[src/rtl/mc_controller.sv]
// mc_controller: multicycle MIPS-style control FSM with a memory-wait timeout.
// Define MC_CONTROLLER_BNE_EN to decode bne (000101) as a branch on not-equal.
module mc_controller #(
    parameter int ALU_CTL_W      = 3,
    parameter int FETCH_WAIT_MAX = 15
) (
    input  logic                 clk_i,
    input  logic                 rst_n_i,
    input  logic [5:0]           op_i6,
    input  logic [5:0]           funct_i6,
    input  logic                 zero_i,
    input  logic                 mem_ready_i,
    output logic                 pc_en_o,
    output logic                 iord_o,
    output logic                 mem_req_o,
    output logic                 mem_write_o,
    output logic                 ir_write_o,
    output logic                 reg_dst_rtrd_o,
    output logic                 mem_to_reg_o,
    output logic                 enable_wreg_o,
    output logic                 alu_src_a_o,
    output logic [1:0]           alu_src_b_o2,
    output logic [1:0]           pc_src_o2,
    output logic [ALU_CTL_W-1:0] alu_control_o,
    output logic                 illegal_op_o,
    output logic                 mem_timeout_o,
    output logic [3:0]           state_o4
);
    typedef enum logic [3:0] {
        FETCH = 4'd0, DECODE = 4'd1, MEMADR = 4'd2, MEMRD = 4'd3, MEMWB = 4'd4, MEMWR = 4'd5,
        EXEC = 4'd6, ALUWB = 4'd7, BRANCH = 4'd8, ADDIEX = 4'd9, ADDIWB = 4'd10, JUMP = 4'd11
    } state_t;
    localparam logic [5:0] OP_LW = 6'b100011, OP_SW = 6'b101011, OP_R = 6'b000000, OP_BEQ = 6'b000100;
    localparam logic [5:0] OP_ADDI = 6'b001000, OP_J = 6'b000010, OP_BNE = 6'b000101;
`ifdef MC_CONTROLLER_BNE_EN
    localparam logic BNE_EN = 1'b1;
`else
    localparam logic BNE_EN = 1'b0;
`endif
    state_t     state_q, state_d;
    logic [7:0] wait_q, wait_d;
    logic [2:0] alu_ctl;
    logic       is_bne, waiting, timeout;

    assign is_bne        = BNE_EN && op_i6 == OP_BNE;
    assign alu_control_o = ALU_CTL_W'(alu_ctl);
    assign state_o4      = state_q;

    always_comb begin
        state_d        = state_q;
        pc_en_o        = 1'b0;
        iord_o         = 1'b0;
        mem_req_o      = 1'b0;
        mem_write_o    = 1'b0;
        ir_write_o     = 1'b0;
        reg_dst_rtrd_o = 1'b0;
        mem_to_reg_o   = 1'b0;
        enable_wreg_o  = 1'b0;
        alu_src_a_o    = 1'b0;
        alu_src_b_o2   = 2'b00;
        pc_src_o2      = 2'b00;
        alu_ctl        = 3'b000;
        illegal_op_o   = 1'b0;
        mem_timeout_o  = 1'b0;
        case (state_q)
            FETCH: begin
                mem_req_o    = 1'b1;
                alu_src_b_o2 = 2'b01;
                alu_ctl      = 3'b010;
                // gated by reset so no PC/IR load can happen while held in reset
                ir_write_o   = mem_ready_i & rst_n_i;
                pc_en_o      = mem_ready_i & rst_n_i;
                state_d      = mem_ready_i ? DECODE : FETCH;
            end
            DECODE: begin
                alu_src_b_o2 = 2'b11;
                alu_ctl      = 3'b010;
                case (op_i6)
                    OP_LW, OP_SW: state_d = MEMADR;
                    OP_R:         state_d = EXEC;
                    OP_BEQ:       state_d = BRANCH;
                    OP_ADDI:      state_d = ADDIEX;
                    OP_J:         state_d = JUMP;
                    OP_BNE: begin
                        state_d      = BNE_EN ? BRANCH : FETCH;
                        illegal_op_o = !BNE_EN;
                    end
                    default: begin
                        state_d      = FETCH;
                        illegal_op_o = 1'b1;
                    end
                endcase
            end
            MEMADR, ADDIEX: begin
                alu_src_a_o  = 1'b1;
                alu_src_b_o2 = 2'b10;
                alu_ctl      = 3'b010;
                state_d      = state_q == ADDIEX ? ADDIWB : (op_i6 == OP_LW ? MEMRD : MEMWR);
            end
            MEMRD: begin
                iord_o    = 1'b1;
                mem_req_o = 1'b1;
                state_d   = mem_ready_i ? MEMWB : MEMRD;
            end
            MEMWR: begin
                iord_o      = 1'b1;
                mem_req_o   = 1'b1;
                mem_write_o = 1'b1;
                state_d     = mem_ready_i ? FETCH : MEMWR;
            end
            MEMWB: begin
                enable_wreg_o = 1'b1;
                mem_to_reg_o  = 1'b1;
                state_d       = FETCH;
            end
            EXEC: begin
                case (funct_i6)
                    6'b100000: alu_ctl = 3'b010;
                    6'b100010: alu_ctl = 3'b110;
                    6'b100100: alu_ctl = 3'b000;
                    6'b100101: alu_ctl = 3'b001;
                    6'b101010: alu_ctl = 3'b111;
                    default: begin
                        alu_ctl      = 3'b010;
                        illegal_op_o = 1'b1;
                    end
                endcase
                state_d = ALUWB;
            end
            ALUWB: begin
                enable_wreg_o  = 1'b1;
                reg_dst_rtrd_o = 1'b1;
                state_d        = FETCH;
            end
            ADDIWB: begin
                enable_wreg_o = 1'b1;
                state_d       = FETCH;
            end
            BRANCH: begin
                alu_src_a_o = 1'b1;
                pc_src_o2   = 2'b01;
                alu_ctl     = 3'b110;
                pc_en_o     = is_bne ? !zero_i : zero_i;
                state_d     = FETCH;
            end
            JUMP: begin
                pc_src_o2 = 2'b10;
                pc_en_o   = 1'b1;
                state_d   = FETCH;
            end
            default: state_d = FETCH;
        endcase
        waiting = mem_req_o && !mem_ready_i;
        timeout = waiting && wait_q == 8'(FETCH_WAIT_MAX);
        // a timed-out write must not strobe memory on the abandoning cycle
        if (timeout) begin
            state_d       = FETCH;
            mem_write_o   = 1'b0;
            mem_timeout_o = 1'b1;
        end
        wait_d = (state_d != state_q || timeout) ? 8'd0 : wait_q + 8'(waiting);
    end

    always_ff @(posedge clk_i or negedge rst_n_i) begin
        if (!rst_n_i) begin
            state_q <= FETCH;
            wait_q  <= 8'd0;
        end else begin
            state_q <= state_d;
            wait_q  <= wait_d;
        end
    end
endmodule

[config.mk]
export PLATFORM = sky130hd
export DESIGN_NAME = mc_controller
export DESIGN_NICKNAME = d
export VERILOG_FILES = /design/src/rtl/mc_controller.sv
export SDC_FILE = /design/constraint.sdc
export NUM_CORES = 1
export LEC_CHECK = 0
export CAP_MARGIN = 10
export CORE_MARGIN = 10
export CORE_UTILIZATION = 45
export CTS_BUF_LIST = sky130_fd_sc_hd__clkbuf_8
export CTS_CLUSTER_DIAMETER = 120
export CTS_CLUSTER_SIZE = 24
export DETAILED_ROUTE_END_ITERATION = 10
export PLACE_DENSITY = 0.8
export SETUP_SLACK_MARGIN = 0.1
export SLEW_MARGIN = 40
export SYNTH_ARGS = -nofsm -noshare
export SYNTH_HDL_FRONTEND = slang
export SYNTH_SLANG_ARGS = --single-unit
[constraint.sdc]
create_clock -name clk_i -period 3.6 [get_ports clk_i]
set_clock_uncertainty 0.1 [all_clocks]
set_input_delay 1.08 -clock clk_i [delete_from_list [all_inputs] [get_ports clk_i]]
set_output_delay 1.08 -clock clk_i [all_outputs]
set_load 0.005 [all_outputs]
* Yosys cells after proc, flatten, opt, wreduce, memory -nomap -nowiden
Index checks and enable logic that the tools add are counted.
Storage, ports and cells: output and inout bits 22, flip-flop bits (word level) 12, bits of input ports 16, logic and storage cells 69
Cells by class: $add $sub $neg 1, reductions and logical operators 15, equal/unequal tests 23, bitwise operators 1, multiplexer cells 27
Operators with widths (count):
- $eq 6x6->1 const B | 7
- $pmux 4 s6 | 1
- $pmux 4 s5 | 1
- $eq 4x3->1 const B | 4
- $eq 4x4->1 const B | 4
- $mux 1 | 13
- $pmux 3 s4 | 1
- $mux 3 | 3
- $pmux 3 s3 | 1
- $reduce_or 3->1 | 3
- $add 8x1->8 | 1
- $eq 4x2->1 const B | 2
- $eq 8x4->1 const B | 1
- $mux 4 | 2
- $mux 8 | 1
- $eq 6x2->1 const B | 1
- $eq 6x3->1 const B | 1
- $eq 6x4->1 const B | 1
- $logic_not 6->1 | 1
- $pmux 2 s3 | 1
- $reduce_or 2->1 | 3
- $reduce_or 6->1 | 1
- $reduce_or 5->1 | 1
- $eq 4x1->1 const B | 1
- 10 further kinds | 11

* Logic depth before layout (Yosys ltp)
depth after elaboration 9, depth in mapped cells 8, mapped depth without buffers 7

* Least setup slack after synthesis
OpenSTA, ideal clock, no wires.
path kind input port to output port, start input mem_ready_i, end output mem_write_o, setup slack 623 ps, cell stages on the path 4, data required time 2420 ps, path buffers 0, arrival 1797 ps, path through or3_1 a2bb2o_2 and2_4 nor3_1
On the way: longest elaborated chain between the ends 4
RTL lines:
- start: declaration | RTL line 12 | input logic mem_ready_i,
- $logic_not 1->1 | RTL line 153 | waiting = mem_req_o && !mem_ready_i;
- $logic_and 1x1->1 | RTL line 153
- $logic_and 1x1->1 | RTL line 154 | timeout = waiting && wait_q == 8'(FETCH_WAIT_MAX);
- $mux 1 | RTL line 156 | if (timeout) begin
- end: declaration | RTL line 16 | output logic mem_write_o,
No other way between the ends.

* Worst setup path after layout
start input funct_i6[3], end output illegal_op_o
On the way: longest elaborated chain between the ends 4, elaborated cells between the ends (all ways) 8, classes of those cells eq/ne: 5; mux: 2; reduce/logical: 1
RTL lines:
- start: declaration | RTL line 10 | input logic [5:0] funct_i6,
- $eq 6x6->1 | RTL line 117 | case (funct_i6)
- $reduce_or 5->1 (no source line) (*)
- $mux 1 (*) | RTL line 117
- $pmux 1 s2 (*) | RTL line 65 | case (state_q)
- end: declaration | RTL line 25 | output logic illegal_op_o,
Every way passes the cells marked *; elsewhere a longest branch is shown, timed or not.

==> reports/metrics.json <==
{
  "horizontal_die_dimension": {"value": 70.5, "unit": "um"},
  "start_util": {"value": 0.468},
  "drt_pass1_iterations": {"value": 4},
  "multiInputGateArea": {"value": 837, "unit": "um2"},
  "avgSynthCellArea": {"value": 8.15, "unit": "um2"},
  "core_region_area": {"value": 2450, "unit": "um2"},
  "remaining_max_slew_budget_at_the_tightest_pin": {"value": 0.524},
  "avgViaCountPerCell": {"value": 5.95},
  "number_of_vias_in_the_routed_layout": {"value": 1380},
  "grt_pass1_vias": {"value": 1291},
  "io_pins": {"value": 38},
  "gp_congestion": {"value": 0.888},
  "crit_path_start_kind": {"value": "input pin"},
  "grt_start_max_net_pins": {"value": 17},
  "post_synth_main_area_contributors": {"value": "sky130_fd_sc_hd__dfrtp_1 (26%), sky130_fd_sc_hd__xor2_1 (6.1%), sky130_fd_sc_hd__nor3_2 (5.2%)"},
  "max_cap_violations": {"value": 0},
  "max_freq": {"value": 0.275, "unit": "GHz"},
  "netlist_instances": {"value": 141},
  "total_count_of_hold_check_failures_in_the_final_report": {"value": 0},
  "number_of_diodes": {"value": 0},
  "clock_latency": {"value": 0.24, "unit": "ns"},
  "synth_cell_type_count": {"value": 50},
  "dp.final_hpwl": {"value": 2.91, "unit": "mm"},
  "failed_checks": {"value": "setup timing"},
  "initial_antenna_violation_count": {"value": 0},
  "cts_max_level": {"value": 1},
  "layout.nets": {"value": 222},
  "worst_setup_path_end_kind": {"value": "primary output"},
  "grt-busiest-layer": {"value": "met2"},
  "global_route_wire_length_before_repair": {"value": 6.34, "unit": "mm"},
  "detail_route.drc_violations": {"value": 0},
  "rows": {"value": 18},
  "ys_warn_count": {"value": 0},
  "finalCritPeriodShare": {"value": 1.01},
  "grt.overflow.total": {"value": 0},
  "pins_over_slew_limit": {"value": 0},
  "clock_tree.buffer_depth": {"value": 2},
  "synth-main-ff-cell": {"value": "sky130_fd_sc_hd__dfrtp_1"},
  "gr-usage-met3": {"value": 0.0692},
  "postRouteAntennaNets": {"value": 0},
  "clock-root-buffer": {"value": "sky130_fd_sc_hd__clkbuf_8"},
  "cp_max_fo": {"value": 3},
  "grt_use_met2": {"value": 0.230},
  "rsz_0062_raised_after_global_routing": {"value": "true"},
  "crit_type": {"value": "input pin to primary output"},
  "finalWorstSetupSlack": {"value": -0.0330, "unit": "ns"},
  "synth-edff-count": {"value": 0},
  "sequential_cell_area": {"value": 300, "unit": "um2"},
  "nFillCells": {"value": 184},
  "worstHoldPathType": {"value": "flop to flop"},
  "post_drt_wl_per_cell": {"value": 17.5, "unit": "um"},
  "die_height": {"value": 70.5, "unit": "um"},
  "period_minus_slack": {"value": 3.63, "unit": "ns"},
  "status": {"value": "finished, violations left"},
  "finish.instance_area": {"value": 1780, "unit": "um2"},
  "worst-endpoint-arrival": {"value": 2.45, "unit": "ns"},
  "total_grt_usage": {"value": 0.148},
  "flow.area_growth_from_synthesis": {"value": 55.3, "unit": "%"},
  "dp_cells": {"value": 218},
  "globalRouteMet1Util": {"value": 0.182},
  "drt-total-wl": {"value": 4.06, "unit": "mm"},
  "worstMarginPinSlew": {"value": 0.714, "unit": "ns"},
  "synth_top_area_share": {"value": 0.261},
  "yosys.area.top_type": {"value": "sky130_fd_sc_hd__dfrtp_1"},
  "syn_nets": {"value": 159},
  "clock_sink_count": {"value": 12},
  "die_area": {"value": 4970, "unit": "um2"},
  "share_of_synthesized_flip_flops_with_an_asynchronous_set_or_reset": {"value": 1.00},
  "ys_ff_latch": {"value": 12},
  "place_area": {"value": 1660, "unit": "um2"},
  "share_of_layout_cells_above_drive_strength_1": {"value": 0.277},
  "path_clk_slew": {"value": 0.05, "unit": "ns"},
  "cts_inserted_buffers": {"value": 3},
  "ys_top_cells_by_count": {"value": "sky130_fd_sc_hd__dfrtp_1 (12), sky130_fd_sc_hd__nor2_1 (12), sky130_fd_sc_hd__nand2_1 (10)"},
  "numPortBuffers": {"value": 37},
  "power.static_leakage": {"value": 0.810, "unit": "nW"},
  "powerDensity": {"value": 363, "unit": "nW/um2"},
  "synth.cell_area": {"value": 1150, "unit": "um2"},
  "cp.required": {"value": 2.42, "unit": "ns"},
  "layoutNonFillerInstCount": {"value": 232},
  "power.ir.vdd_worst": {"value": 0.454, "unit": "mV"},
  "detail_route.iter0.violations": {"value": 62},
  "synth_sequential_area_ratio": {"value": 0.261},
  "tritoncts": {"value": "done"},
  "final-setup-viol-count": {"value": 1}
}
worst paths after layout:
| kind | startpoint | end | slack, ns | cells after the start |
|---|---|---|---|---|
| setup / recovery | funct_i6[3] | illegal_op_o | -0.03 | 5 |
| min in group asynchronous | rst_n_i | wait_q[4]$_DFF_PN0_ | 1.10 | 2 |
| hold reg to reg | wait_q[2]$_DFF_PN0_ | wait_q[2]$_DFF_PN0_ | 0.49 | 2 |
| max in group asynchronous | rst_n_i | wait_q[1]$_DFF_PN0_ | 2.15 | 2 |
| setup reg to reg | state_o4[3]$_DFF_PN0_ | wait_q[7]$_DFF_PN0_ | 1.12 | 8 |
| hold / removal | wait_q[2]$_DFF_PN0_ | wait_q[2]$_DFF_PN0_ | 0.49 | 2 |
stage by stage:
stage	setup slack [ns]	hold WS, ns	setup TNS (ns)	util	total power, mW
2_1_floorplan	0.623	0.430	0	-	0.368
3_3_place_gp	-0.359	0.449	-1.54	0.674	0.514
3_5_place_dp	-0.407	0.481	-1.93	0.674	0.526
4_1_cts	0.0508	0.491	0	0.717	0.645
5_1_grt	-0.0257	0.532	-0.0257	0.727	0.696
6_report	-0.0330	0.489	-0.0330	0.727	0.647
metal layers:
metal | vias to the layer above | wire (um)
met3 | 10 | 500
met2 | 77 | 1820
met4 | 0 | 72
met5 | - | 0
met1 | 651 | 1670
li1 | 642 | -
layout make-up:
cell class	instances	area share
Clock buffer	3	0.0231
Sequential cell	12	0.168
Multi-Input combinational cell	119	0.469
Inverter	2	0.00421
Timing Repair Buffer	66	0.314
Tap cell	30	0.0210
worst max-delay path: stages:
cell and delay (ns):
sky130_fd_sc_hd__clkdlybuf4s50_1 0.47, sky130_fd_sc_hd__nor2b_1 0.18, sky130_fd_sc_hd__a211oi_1 0.33, sky130_fd_sc_hd__o22ai_1 0.11, sky130_fd_sc_hd__dlygate4sd2_1 0.27
state kept, by name, summed over array words and instances, names as in the netlist:
register  cells
wait_q        8
state_o4      4
cells in the final DEF (no fill, tap or decap), drive strengths merged, types with 8 or more instances in the layout:
| master | netlist | layout |
|---|---|---|
| nand2 | 10 | 10 |
| o21ai | 9 | 9 |
| dfrtp | 12 | 12 |
| nor3 | 12 | 12 |
| clkdlybuf4s50 | 0 | 19 |
| buf | 4 | 30 |
| nor2 | 12 | 12 |
| dlygate4sd2 | 0 | 11 |
| a21oi | 9 | 9 |
| xor2 | 8 | 8 |
kinds of logic (layout without fill, tap and decap cells):
kind of cell             after synthesis  count (layout)  synth area share
flip-flops                            12              12             0.261
adder cells (fa/ha/maj)                2               2            0.0218
AO/OA/AOI/OAI                         35              35             0.196
AND/OR/NAND/NOR                       72              72             0.394
multiplexers                           1               1            0.0196
XOR/XNOR                               9               9            0.0686
buffers and inverters                 10              71            0.0381
report_power, final:
part,leakage (nW),internal (mW),switching [mW]
Clock,0.0216,0.0737,0.0485
Combinational,0.624,0.179,0.167
Sequential,0.165,0.149,0.0305
Total,0.810,0.402,0.246
what timing repair did:
item                                    in CTS  in global routing
pin swaps                                    6                  5
hold buffers                                 0                  0
endpoints found under the setup margin       8                  5
gates cloned                                 0                  0
setup buffers                                9                  2
gates resized for setup                     25                 13
Power figures use the tool's default switching activity.
